==> src/rtl/pool_ctrl.sv <==
// pool_ctrl: raster-scan sequencer for the max-pooling datapath.
// Issues feature reads, window-complete strobes and output writes.
module pool_ctrl #(
  parameter int DWIDTH  = 16,
  parameter int LWIDTH  = 10,
  parameter int MEMSIZE = 12
) (
  input  logic               clk,
  input  logic               xrst,
  input  logic               req,
  input  logic [MEMSIZE-1:0] in_offset,
  input  logic [MEMSIZE-1:0] out_offset,
  input  logic [LWIDTH-1:0]  w_fea_size,
  input  logic [LWIDTH-1:0]  w_pool_size,
  input  logic [DWIDTH-1:0]  pixel_out,
  output logic               ack,
  output logic [MEMSIZE-1:0] mem_feat_addr,
  output logic               buf_feat_en,
  output logic               pool_out_en,
  output logic               out_we,
  output logic [MEMSIZE-1:0] out_addr,
  output logic [DWIDTH-1:0]  out_data
);

  typedef enum logic [1:0] {
    S_IDLE,
    S_SCAN,
    S_DRAIN
  } state_t;

  state_t             state;
  logic [LWIDTH-1:0]  n;
  logic [LWIDTH-1:0]  p;
  logic [LWIDTH-1:0]  row;
  logic [LWIDTH-1:0]  col;
  logic [LWIDTH-1:0]  wrow;
  logic [LWIDTH-1:0]  wcol;
  logic [MEMSIZE-1:0] out_ptr;
  logic [1:0]         drain;
  logic               qual;

  logic row_end;
  logic last_px;
  logic hit;
  logic legal;
  logic wrow_end;
  logic wcol_end;

  always_comb begin
    row_end  = (col == n - 1'b1);
    last_px  = row_end && (row == n - 1'b1);
    wrow_end = (wrow == p - 1'b1);
    wcol_end = (wcol == p - 1'b1);
    hit      = wrow_end && wcol_end;
    legal    = (w_pool_size != '0) &&
               (w_pool_size <= w_fea_size);
  end

  always_ff @(posedge clk) begin
    if (!xrst) begin
      state         <= S_IDLE;
      n             <= '0;
      p             <= '0;
      row           <= '0;
      col           <= '0;
      wrow          <= '0;
      wcol          <= '0;
      out_ptr       <= '0;
      drain         <= '0;
      qual          <= 1'b0;
      ack           <= 1'b1;
      mem_feat_addr <= '0;
      buf_feat_en   <= 1'b0;
      pool_out_en   <= 1'b0;
      out_we        <= 1'b0;
      out_addr      <= '0;
      out_data      <= '0;
    end else begin
      // enable pipeline: read -> data valid -> window -> write
      buf_feat_en <= (state == S_SCAN);
      qual        <= (state == S_SCAN) && hit;
      pool_out_en <= qual;
      out_we      <= pool_out_en;
      out_data    <= pixel_out;
      if (pool_out_en) begin
        out_addr <= out_ptr;
        out_ptr  <= out_ptr + 1'b1;
      end

      unique case (state)
        S_IDLE: begin
          if (req) begin
            n             <= w_fea_size;
            p             <= w_pool_size;
            out_ptr       <= out_offset;
            mem_feat_addr <= in_offset;
            row           <= '0;
            col           <= '0;
            wrow          <= '0;
            wcol          <= '0;
            ack           <= 1'b0;
            drain         <= '0;
            state         <= legal ? S_SCAN : S_DRAIN;
          end
        end
        S_SCAN: begin
          if (last_px) begin
            state <= S_DRAIN;
            drain <= 2'd2;
          end else begin
            mem_feat_addr <= mem_feat_addr + 1'b1;
            if (row_end) begin
              col  <= '0;
              wcol <= '0;
              row  <= row + 1'b1;
              wrow <= wrow_end ? '0 : wrow + 1'b1;
            end else begin
              col  <= col + 1'b1;
              wcol <= wcol_end ? '0 : wcol + 1'b1;
            end
          end
        end
        S_DRAIN: begin
          if (drain == '0) begin
            state <= S_IDLE;
            ack   <= 1'b1;
          end else begin
            drain <= drain - 1'b1;
          end
        end
        default: state <= S_IDLE;
      endcase
    end
  end

endmodule

==> config.mk <==
export PLATFORM = sky130hd
export DESIGN_NAME = pool_ctrl
export DESIGN_NICKNAME = d
export VERILOG_FILES = /design/src/rtl/pool_ctrl.sv
export SDC_FILE = /design/constraint.sdc
export NUM_CORES = 1
export LEC_CHECK = 0
export CELL_PAD_IN_SITES_DETAIL_PLACEMENT = 1
export CELL_PAD_IN_SITES_GLOBAL_PLACEMENT = 1
export CORE_MARGIN = 2
export CORE_UTILIZATION = 41
export CTS_CLUSTER_SIZE = 20
export DETAILED_ROUTE_END_ITERATION = 8
export PLACE_DENSITY_LB_ADDON = 0.2
export SYNTH_ARGS = -nofsm -noshare
export SYNTH_HDL_FRONTEND = slang
export SYNTH_SLANG_ARGS = --single-unit
==> constraint.sdc <==
create_clock -name clk -period 4.3 [get_ports clk]
set_input_delay 1.29 -clock clk [delete_from_list [all_inputs] [get_ports clk]]
set_output_delay 1.29 -clock clk [all_outputs]
set_load 0.01 [all_outputs]
* Word-level counts from Yosys, hierarchy flattened
Index checks and enable logic that the tools add are counted. Widths: inputs -> output; s select.
Operators by class: muxes and demuxes 32, reductions and logical operators 16, $add $sub $neg 9, $lt $le $gt $ge 1, eq/ne operators 12
Operators with widths (count):
- $mux 10 | 11
- $pmux 10 s2 | 4
- $mux 12 | 5
- $add 10x1->10 const B | 4
- $eq 10x10->1 | 4
- $add 12x1->12 const B | 2
- $pmux 12 s2 | 1
- $sub 10x1->10 const B | 2
- $mux 2 | 6
- $ne 2x2->1 const B | 6
- $pmux 2 s3 | 2
- $le 10x10->1 | 1
- $reduce_bool 10->1 | 1
- $reduce_and 3->1 | 3
- $reduce_and 4->1 | 2
- $logic_and 1x1->1 | 4
- $logic_not 2->1 | 2
- $reduce_bool 2->1 | 2
- $reduce_bool 3->1 | 1
- $eq 2x1->1 const B | 1
- $eq 2x2->1 const B | 1
- $mux 1 | 2
- $pmux 1 s2 | 1
- $reduce_and 2->1 | 1
- $sub 2x1->2 const B | 1
Word-level totals: logic and storage cells 87, bits of input ports 63, register bits 121, output and inout bits 44

* Depth between registers and ports, before layout
Gate-level depths: netlist of run 1.
word-level depth 6, mapped depth 14, mapped depth without buffers 10

* Worst setup path before layout of run 1
OpenSTA, ideal clock, no wires.
path type register to register, start register n[0], end register row[9], path buffers 4, setup time 74 ps, cell stages (with the launch flop) 15, required time 4226 ps, period minus slack after synthesis 3217 ps, slack 1083 ps, arrival 3142 ps, cell sequence dfxtp_1 buf_2 inv_1 ha_1 buf_2 nor3b_1 xor2_1 o21ai_0 o2111ai_1 or4_1 buf_2 or2_1 buf_6 or4_1 a31oi_1
On the way: cells in the longest elaborated chain, start to end 5, elaborated cells on any way between the ends 7, classes of those cells add/sub (1); eq/ne (4); reduce/logical (2)
RTL lines:
- from (decl) | RTL line 32 | logic [LWIDTH-1:0] n;
- from (signal assigned) | RTL line 93 | n <= w_fea_size;
- $sub 10x1->10 (*) | RTL line 50, 51
- $eq 10x10->1 (on tied branches) | RTL line 50, 51
- $logic_and 1x1->1 | RTL line 51 | last_px = row_end && (row == n - 1'b1);
- $ne 2x2->1 (no source line)
- $reduce_and 4->1 (no source line) (*)
- to (signal assigned) | RTL line 115 | row <= row + 1'b1;
- to (decl) | RTL line 34 | logic [LWIDTH-1:0] row;
Every way passes the cells marked *; elsewhere a longest branch is shown, timed or not. A chain may end at the register's enable or synchronous reset.

* Worst setup path after layout of run 1
start register n[0], end register row[5]
The elaborated chain is that of the path after synthesis.

==> results.json, run 1 <==
{
  "worst-slew-pin-transition_ns": 0.661,
  "crit_start": "n[0]",
  "drv_slew": 0,
  "cts_made_buffers": 17,
  "power.density_cell_area_nw_per_um2": 531,
  "postSynthRegisterBits": 121,
  "drive_gt1_share_pct": 5.94,
  "first_global_vias": 6722,
  "cts_buffer_depth": 2,
  "layout-area-overhead-vs-synth_pct": 25.5,
  "antenna_cells_inserted": 0,
  "capturing_element_type_of_the_critical_path": "register",
  "r2r_cells": 10,
  "detailroute.via_count": 6651,
  "final_design_area_no_fill_sq_um": 8820,
  "path_class": "reg -> reg",
  "synth_top_area_share_pct": 34.5,
  "design.die.area_sq_um": 18200,
  "max-cap-violations": 0,
  "crit_fanout": 15,
  "clock_latency_ns": 0.42,
  "p_int_mw": 2.94,
  "yosys-top-cells-count": "sky130_fd_sc_hd__dfxtp_1, sky130_fd_sc_hd__nand2_1, sky130_fd_sc_hd__nor2_1",
  "achievable-frequency_mhz": 257,
  "grt_pass1_wl_mm": 34.8,
  "detailed_place.area_sq_um": 8210,
  "min_delay_path_depth": 1,
  "synthesis.instances": 868,
  "synth.yosys.seq_area_share_pct": 34.5,
  "outcome": "complete, no violations",
  "total_buffers_and_inverters_traversed_by_the_critical_path": 1,
  "critical_path.top_delay_family": "simple AND/OR/NAND/NOR gates",
  "port_buffers": 106,
  "power_frac_seq_pct": 32.4,
  "crit_path_top_delay_cell": "sky130_fd_sc_hd__or4_1",
  "track_usage_pct": 23.9,
  "fp.dieW_um": 135,
  "cts_setup_buffers": 0,
  "synth_area_leaders": "sky130_fd_sc_hd__dfxtp_1, sky130_fd_sc_hd__nand2_1, sky130_fd_sc_hd__ha_1",
  "yosys.cell_count.top_type": "sky130_fd_sc_hd__dfxtp_1",
  "rows": 47,
  "place_congestion": 0.864,
  "synth_cell_type_count": 68,
  "critical_path.reg2reg.startpoint": "n[0]",
  "timing.critical_path.mode_cell": "sky130_fd_sc_hd__or4_1",
  "cts_root_buf": "sky130_fd_sc_hd__clkbuf_16",
  "remaining_drc_errors": 0,
  "boundaryPins": 107,
  "number_of_antenna_violations_at_the_first_check_in_global_routing": 0,
  "cp_slowest_stage_delay_ns": 0.73,
  "syn-mean-instance-area_sq_um": 8.09,
  "grt_max_degree": 54,
  "synth_flop_cell": "sky130_fd_sc_hd__dfxtp_1",
  "h-tree-depth": 4,
  "arrival_time_worst_endpoint_ns": 4.23,
  "slew_headroom_pct": 55.8,
  "synth.net_count": 954,
  "leakage_power_figure_nw": 3.30,
  "power.switching_mw": 1.74,
  "drt_pass1_iterations": 4,
  "postRouteAntennaNets": 0,
  "critical_path.endpoint": "row[5]",
  "cts.clk_slew.worst_paths_ns": 0.06,
  "fin_setup_tns_ns": 0,
  "multi_input_comb_area_sq_um": 4230,
  "die_height_um": 135,
  "seq_area_sq_um": 2420,
  "hold_violations": 0,
  "finish.net_count": 1032,
  "viasPerCell": 5.64,
  "part_of_the_power_in_combinational_logic_pct": 35.7,
  "detail_route.wirelength_mm": 21.2,
  "filler_cell_count": 1965,
  "routed_wire_length_per_instance_um": 17.9,
  "worstPathCellList": "inv_1 > ha_1 > nor3b_1 > xor2_1 > o21ai_0 > o2111ai_1 > or4_1 > or2_1 > or4_1 > a31oi_1",
  "switching_share_pct": 37.1,
  "floorplan.initialDensity_pct": 42.2,
  "synth-edff-count": 0,
  "capturing_point_of_the_worst_reg2reg_path": "row[5]",
  "critical_path_depth": 10,
  "dp_hpwl_mm": 15.0,
  "cp_data_required_time_ns": 4.64,
  "finalClockSkew_ns": 0.0118,
  "overflow": 0,
  "coreArea_sq_um": 16600,
  "ys.warnings.count": 0,
  "cts.sink_count": 121,
  "syn_area_sq_um": 7020,
  "post_cts_resize_count": 0,
  "layout_worst_path_cycle_share_pct": 90.4,
  "cts_hold_buffers": 0,
  "worstSetupStartpointType": "register",
  "drtIter0Drc": 304,
  "min-delay-path-class": "reg -> reg",
  "power_frac_clock_pct": 31.9,
  "peakVddDrop_uv": 334,
  "synthDominantAreaCellType": "sky130_fd_sc_hd__dfxtp_1",
  "report.final.setup_viol": 0,
  "setup_repair_after_global_routing_missed_its_margin": "no",
  "clock_tree_from_tritoncts": "yes",
  "period_minus_slack_ns": 3.89,
  "synthArstFlopShare_pct": 0,
  "r2r_slack_ns": 0.41
}
[final cells by class]
cell class / instances / share of cell area [%]
multi-input cells: 656 / 48.0
repair buffers: 119 / 13.1
flip-flops and latches: 121 / 27.5
clock inverters: 13 / 1.90
inverters: 31 / 1.32
clock buffers: 19 / 5.02
well taps: 220 / 3.12
[metal layers]
layer	share of wire [%]	GRT usage, %	up-vias
met1	48	32.6	3263
li1	-	-	3282
met5	0	0	-
met2	48	38.9	94
met3	2.7	4.54	12
met4	0.88	6.08	0
[flip-flops by register name (all words and copies together), names as in the netlist]
signal / cells
ack: 1
buf_feat_en: 1
col: 10
drain: 2
mem_feat_addr: 12
n: 10
out_addr: 12
out_data: 16
out_ptr: 12
out_we: 1
p: 10
pool_out_en: 1
qual: 1
row: 10
state: 2
wcol: 10
wrow: 10
[logic make-up after synthesis]
| group | Yosys count | share of synthesized area (%) |
|---|---|---|
| fa+ha+maj | 23 | 4.10 |
| compound gates | 197 | 18.8 |
| xor+xnor | 56 | 7.57 |
| flops | 121 | 34.5 |
| buf+inv | 91 | 5.24 |
| simple gates | 356 | 26.4 |
| mux | 24 | 3.42 |
[worst min path at each step]
stage | from | to | slack [ns]
after detailed placement | qual | pool_out_en | 0.43
final | qual | pool_out_en | 0.44
after global placement | qual | pool_out_en | 0.42
after floorplan | qual | pool_out_en | 0.41
after global routing | qual | pool_out_en | 0.47
after CTS | qual | pool_out_en | 0.44
[per-stage QoR]
stage | instances | hold slack (ns) | util, % | total power [mW] | setup WS, ns
2_1_floorplan | 868 | 0.412 | - | 2.64 | 1.08
3_3_place_gp | 1147 | 0.420 | 49.3 | 3.15 | 0.597
3_5_place_dp | 1147 | 0.428 | 49.3 | 3.19 | 0.465
4_1_cts | 1179 | 0.442 | 53.0 | 4.72 | 0.446
5_1_grt | 1179 | 0.473 | 53.0 | 4.97 | 0.141
6_report | 1179 | 0.444 | 53.0 | 4.68 | 0.412
[placed cells by master, fill, tap and decap left out, types with 6 or more instances in the layout]
cell type,count
sky130_fd_sc_hd__o21ai_1,10
sky130_fd_sc_hd__o211ai_1,6
sky130_fd_sc_hd__nor3b_1,8
sky130_fd_sc_hd__and3_1,19
sky130_fd_sc_hd__o22ai_1,9
sky130_fd_sc_hd__xnor2_1,29
sky130_fd_sc_hd__o21ai_0,21
sky130_fd_sc_hd__o21a_1,7
sky130_fd_sc_hd__or3_1,7
sky130_fd_sc_hd__clkbuf_16,17
sky130_fd_sc_hd__ha_1,23
sky130_fd_sc_hd__inv_1,30
sky130_fd_sc_hd__o31ai_1,23
sky130_fd_sc_hd__a22o_1,8
sky130_fd_sc_hd__a211oi_1,22
sky130_fd_sc_hd__mux2i_1,24
sky130_fd_sc_hd__buf_4,13
sky130_fd_sc_hd__nand3_1,38
sky130_fd_sc_hd__nand2_1,99
sky130_fd_sc_hd__nor4_1,12
sky130_fd_sc_hd__nand4_1,17
sky130_fd_sc_hd__a31oi_1,9
sky130_fd_sc_hd__nor2_1,59
sky130_fd_sc_hd__nor2b_1,15
sky130_fd_sc_hd__clkdlybuf4s50_1,106
sky130_fd_sc_hd__dfxtp_1,121
sky130_fd_sc_hd__or4_1,12
sky130_fd_sc_hd__nand2b_1,8
sky130_fd_sc_hd__xor2_1,24
sky130_fd_sc_hd__a21oi_1,49
sky130_fd_sc_hd__and2_1,22
sky130_fd_sc_hd__nor3_1,18
[power by group through the flow]
| stage | clock network, mW | registers [mW] | logic [mW] |
|---|---|---|---|
| floorplan | 0 | 1.45 | 1.18 |
| global placement | 0 | 1.54 | 1.61 |
| detailed placement | 0 | 1.54 | 1.65 |
| CTS | 1.52 | 1.52 | 1.68 |
| global route | 1.57 | 1.55 | 1.85 |
| finish | 1.49 | 1.52 | 1.67 |
No activity file was read; power rests on OpenSTA's default activity.
==> run 2: changes to the inputs <==
- ABC_AREA: default -> 1
- CORE_UTILIZATION: 41 -> 39
==> results.json, run 2 <==
{
  "outcome": "complete, no violations",
  "yosys-top-cells-count": "sky130_fd_sc_hd__nand2_1, sky130_fd_sc_hd__nor2_1, sky130_fd_sc_hd__inv_1",
  "grt_pass1_wl_mm": 39.3,
  "filler_cell_count": 2483,
  "fin_setup_tns_ns": 0,
  "synth.net_count": 1242,
  "cts_root_buf": "sky130_fd_sc_hd__clkbuf_16",
  "min-delay-path-class": "reg -> reg",
  "critical_path.endpoint": "mem_feat_addr[2]",
  "multi_input_comb_area_sq_um": 4220,
  "clock_tree_from_tritoncts": "yes",
  "arrival_time_worst_endpoint_ns": 3.52,
  "synth-edff-count": 0,
  "floorplan.initialDensity_pct": 39.9,
  "track_usage_pct": 24.4,
  "yosys.cell_count.top_type": "sky130_fd_sc_hd__nand2_1",
  "capturing_element_type_of_the_critical_path": "register",
  "overflow": 0,
  "design.die.area_sq_um": 20200,
  "remaining_drc_errors": 0,
  "detailroute.via_count": 7658,
  "layout.cells.most_common_list": "sky130_fd_sc_hd__nand2_1, sky130_fd_sc_hd__nor2_1, sky130_fd_sc_hd__inv_1",
  "cts_setup_buffers": 0,
  "clock_latency_ns": 0.42,
  "worstSetupStartpointType": "register",
  "synthDominantAreaCellType": "sky130_fd_sc_hd__dfxtp_1",
  "cts.sink_count": 121,
  "largest_register_ff_count": 16,
  "r2r_slack_ns": 1.06,
  "crit_fanout": 23,
  "number_of_antenna_violations_at_the_first_check_in_global_routing": 3,
  "synth.yosys.seq_area_share_pct": 32.5,
  "place_congestion": 0.888,
  "drive_gt1_share_pct": 7.92,
  "worst-slew-pin-transition_ns": 1.04,
  "report.final.setup_viol": 0,
  "grt_max_degree": 52,
  "finish.net_count": 1335,
  "dp_hpwl_mm": 17.6,
  "finalClockSkew_ns": 0.0114,
  "timing.hold.ws_ns": 0.428,
  "postRouteAntennaNets": 0,
  "cts_made_buffers": 17,
  "synth_top_area_share_pct": 32.5,
  "seq_area_sq_um": 2420,
  "synthesis.instances": 1156,
  "postSynthRegisterBits": 121,
  "layout-area-overhead-vs-synth_pct": 24.4,
  "synth_cell_type_count": 41,
  "drt_pass1_iterations": 4,
  "cp_data_required_time_ns": 4.58,
  "peakVddDrop_uv": 412,
  "most_common_library_cell_in_the_layout_ignoring_fill_and_taps": "sky130_fd_sc_hd__nand2_1",
  "capturing_point_of_the_worst_reg2reg_path": "mem_feat_addr[2]",
  "hold_violations": 0,
  "cts_hold_buffers": 0,
  "cts_buffer_depth": 2,
  "synth_flop_cell": "sky130_fd_sc_hd__dfxtp_1",
  "cts.clk_slew.worst_paths_ns": 0.06,
  "routed_wire_length_per_instance_um": 15.9,
  "leakage_power_figure_nw": 4.27,
  "r2r_cells": 16,
  "layout_worst_path_cycle_share_pct": 75.3,
  "viasPerCell": 5.12,
  "rows": 50,
  "fp.dieW_um": 142,
  "power.density_cell_area_nw_per_um2": 705,
  "crit_start": "n[0]",
  "drv_slew": 0,
  "path_class": "reg -> reg",
  "boundaryPins": 107,
  "detail_route.wirelength_mm": 23.9,
  "slew_headroom_pct": 30.4,
  "synthArstFlopShare_pct": 0,
  "hp-start": "qual",
  "setup_repair_after_global_routing_missed_its_margin": "no",
  "port_buffers": 106,
  "syn_area_sq_um": 7450,
  "ys.warnings.count": 0,
  "h-tree-depth": 4,
  "critical_path.reg2reg.startpoint": "n[0]",
  "synth_area_leaders": "sky130_fd_sc_hd__dfxtp_1, sky130_fd_sc_hd__nand2_1, sky130_fd_sc_hd__nor2_1",
  "period_minus_slack_ns": 3.24,
  "post_cts_resize_count": 0,
  "coreArea_sq_um": 18700,
  "die_height_um": 142,
  "achievable-frequency_mhz": 309,
  "syn-mean-instance-area_sq_um": 6.45,
  "first_global_vias": 7785,
  "max-cap-violations": 0,
  "drtIter0Drc": 346,
  "largest_register": "out_data"
}
-- run 2: layer usage --
layer  wire length, um  GRT usage, %  vias up
met4               369          7.00        4
li1                  -             -     3860
met1             10800          30.6     3628
met3              1120          5.69       33
met2             11600          42.1      133
met5                27             0        -
-- run 2: cell type report --
type	count	area share [%]
inverters	162	6.56
repair buffers	115	12.1
clock buffers	18	4.74
clock inverters	14	1.71
diodes	1	0.0270
multi-input cells	832	45.5
well taps	234	3.16
flip-flops and latches	121	26.1
-- run 2: worst max-delay path, cell delays in order, from the launching register on --
cell	delay [ns]
sky130_fd_sc_hd__dfxtp_1	0.33
sky130_fd_sc_hd__inv_1	0.21
sky130_fd_sc_hd__ha_1	0.43
sky130_fd_sc_hd__nand2_1	0.16
sky130_fd_sc_hd__nand3_1	0.12
sky130_fd_sc_hd__nand2_1	0.07
sky130_fd_sc_hd__nor2_1	0.12
sky130_fd_sc_hd__nand3_1	0.09
sky130_fd_sc_hd__nor2_1	0.17
sky130_fd_sc_hd__nand2_1	0.09
sky130_fd_sc_hd__nor2_2	0.16
sky130_fd_sc_hd__nand3_4	0.25
sky130_fd_sc_hd__nand2_4	0.28
sky130_fd_sc_hd__buf_4	0.37
sky130_fd_sc_hd__nand2_1	0.09
sky130_fd_sc_hd__nand2_1	0.08
sky130_fd_sc_hd__a21oi_1	0.05
-- run 2: worst min path at each step --
stage               cells past startpoint  slack [ns]     endpoint
detailed placement                      2        0.42  pool_out_en
finish                                  2        0.43  pool_out_en
global route                            2        0.46  pool_out_en
CTS                                     2        0.43  pool_out_en
global placement                        2        0.40  pool_out_en
floorplan                               2        0.39  pool_out_en
-- run 2: where the power goes --
group | switching [mW] | internal (mW)
Combinational | 2.10 | 1.14
Clock | 0.583 | 0.882
Sequential | 0.391 | 1.45
Total | 3.07 | 3.46
-- run 2: kinds of logic (layout without fill, tap and decap cells) --
| logic type | count (synthesis) | after routing | share of synthesized area (%) |
|---|---|---|---|
| and+or+nand+nor | 636 | 636 | 37.7 |
| buffers and inverters | 203 | 309 | 10.9 |
| AOI/OAI and AO/OA | 129 | 129 | 9.58 |
| DFF | 121 | 121 | 32.5 |
| xor gates and xnor gates | 42 | 42 | 5.12 |
| adders and majority gates | 23 | 23 | 3.86 |
| muxes | 2 | 2 | 0.269 |
| other | 0 | 1 | 0 |
-- run 2: stage by stage --
stage | instance area [sq um] | util (%) | power, mW | worst slack [ns] | instances
3_3_place_gp | 8670 | 46.3 | 4.97 | 1.07 | 1464
4_1_cts | 9270 | 49.5 | 6.59 | 1.05 | 1496
2_1_floorplan | 7450 | - | 4.17 | 1.84 | 1156
3_5_place_dp | 8670 | 46.3 | 5.07 | 1.04 | 1464
5_1_grt | 9270 | 49.5 | 7.10 | 0.744 | 1496
6_report | 9270 | 49.6 | 6.53 | 1.06 | 1497
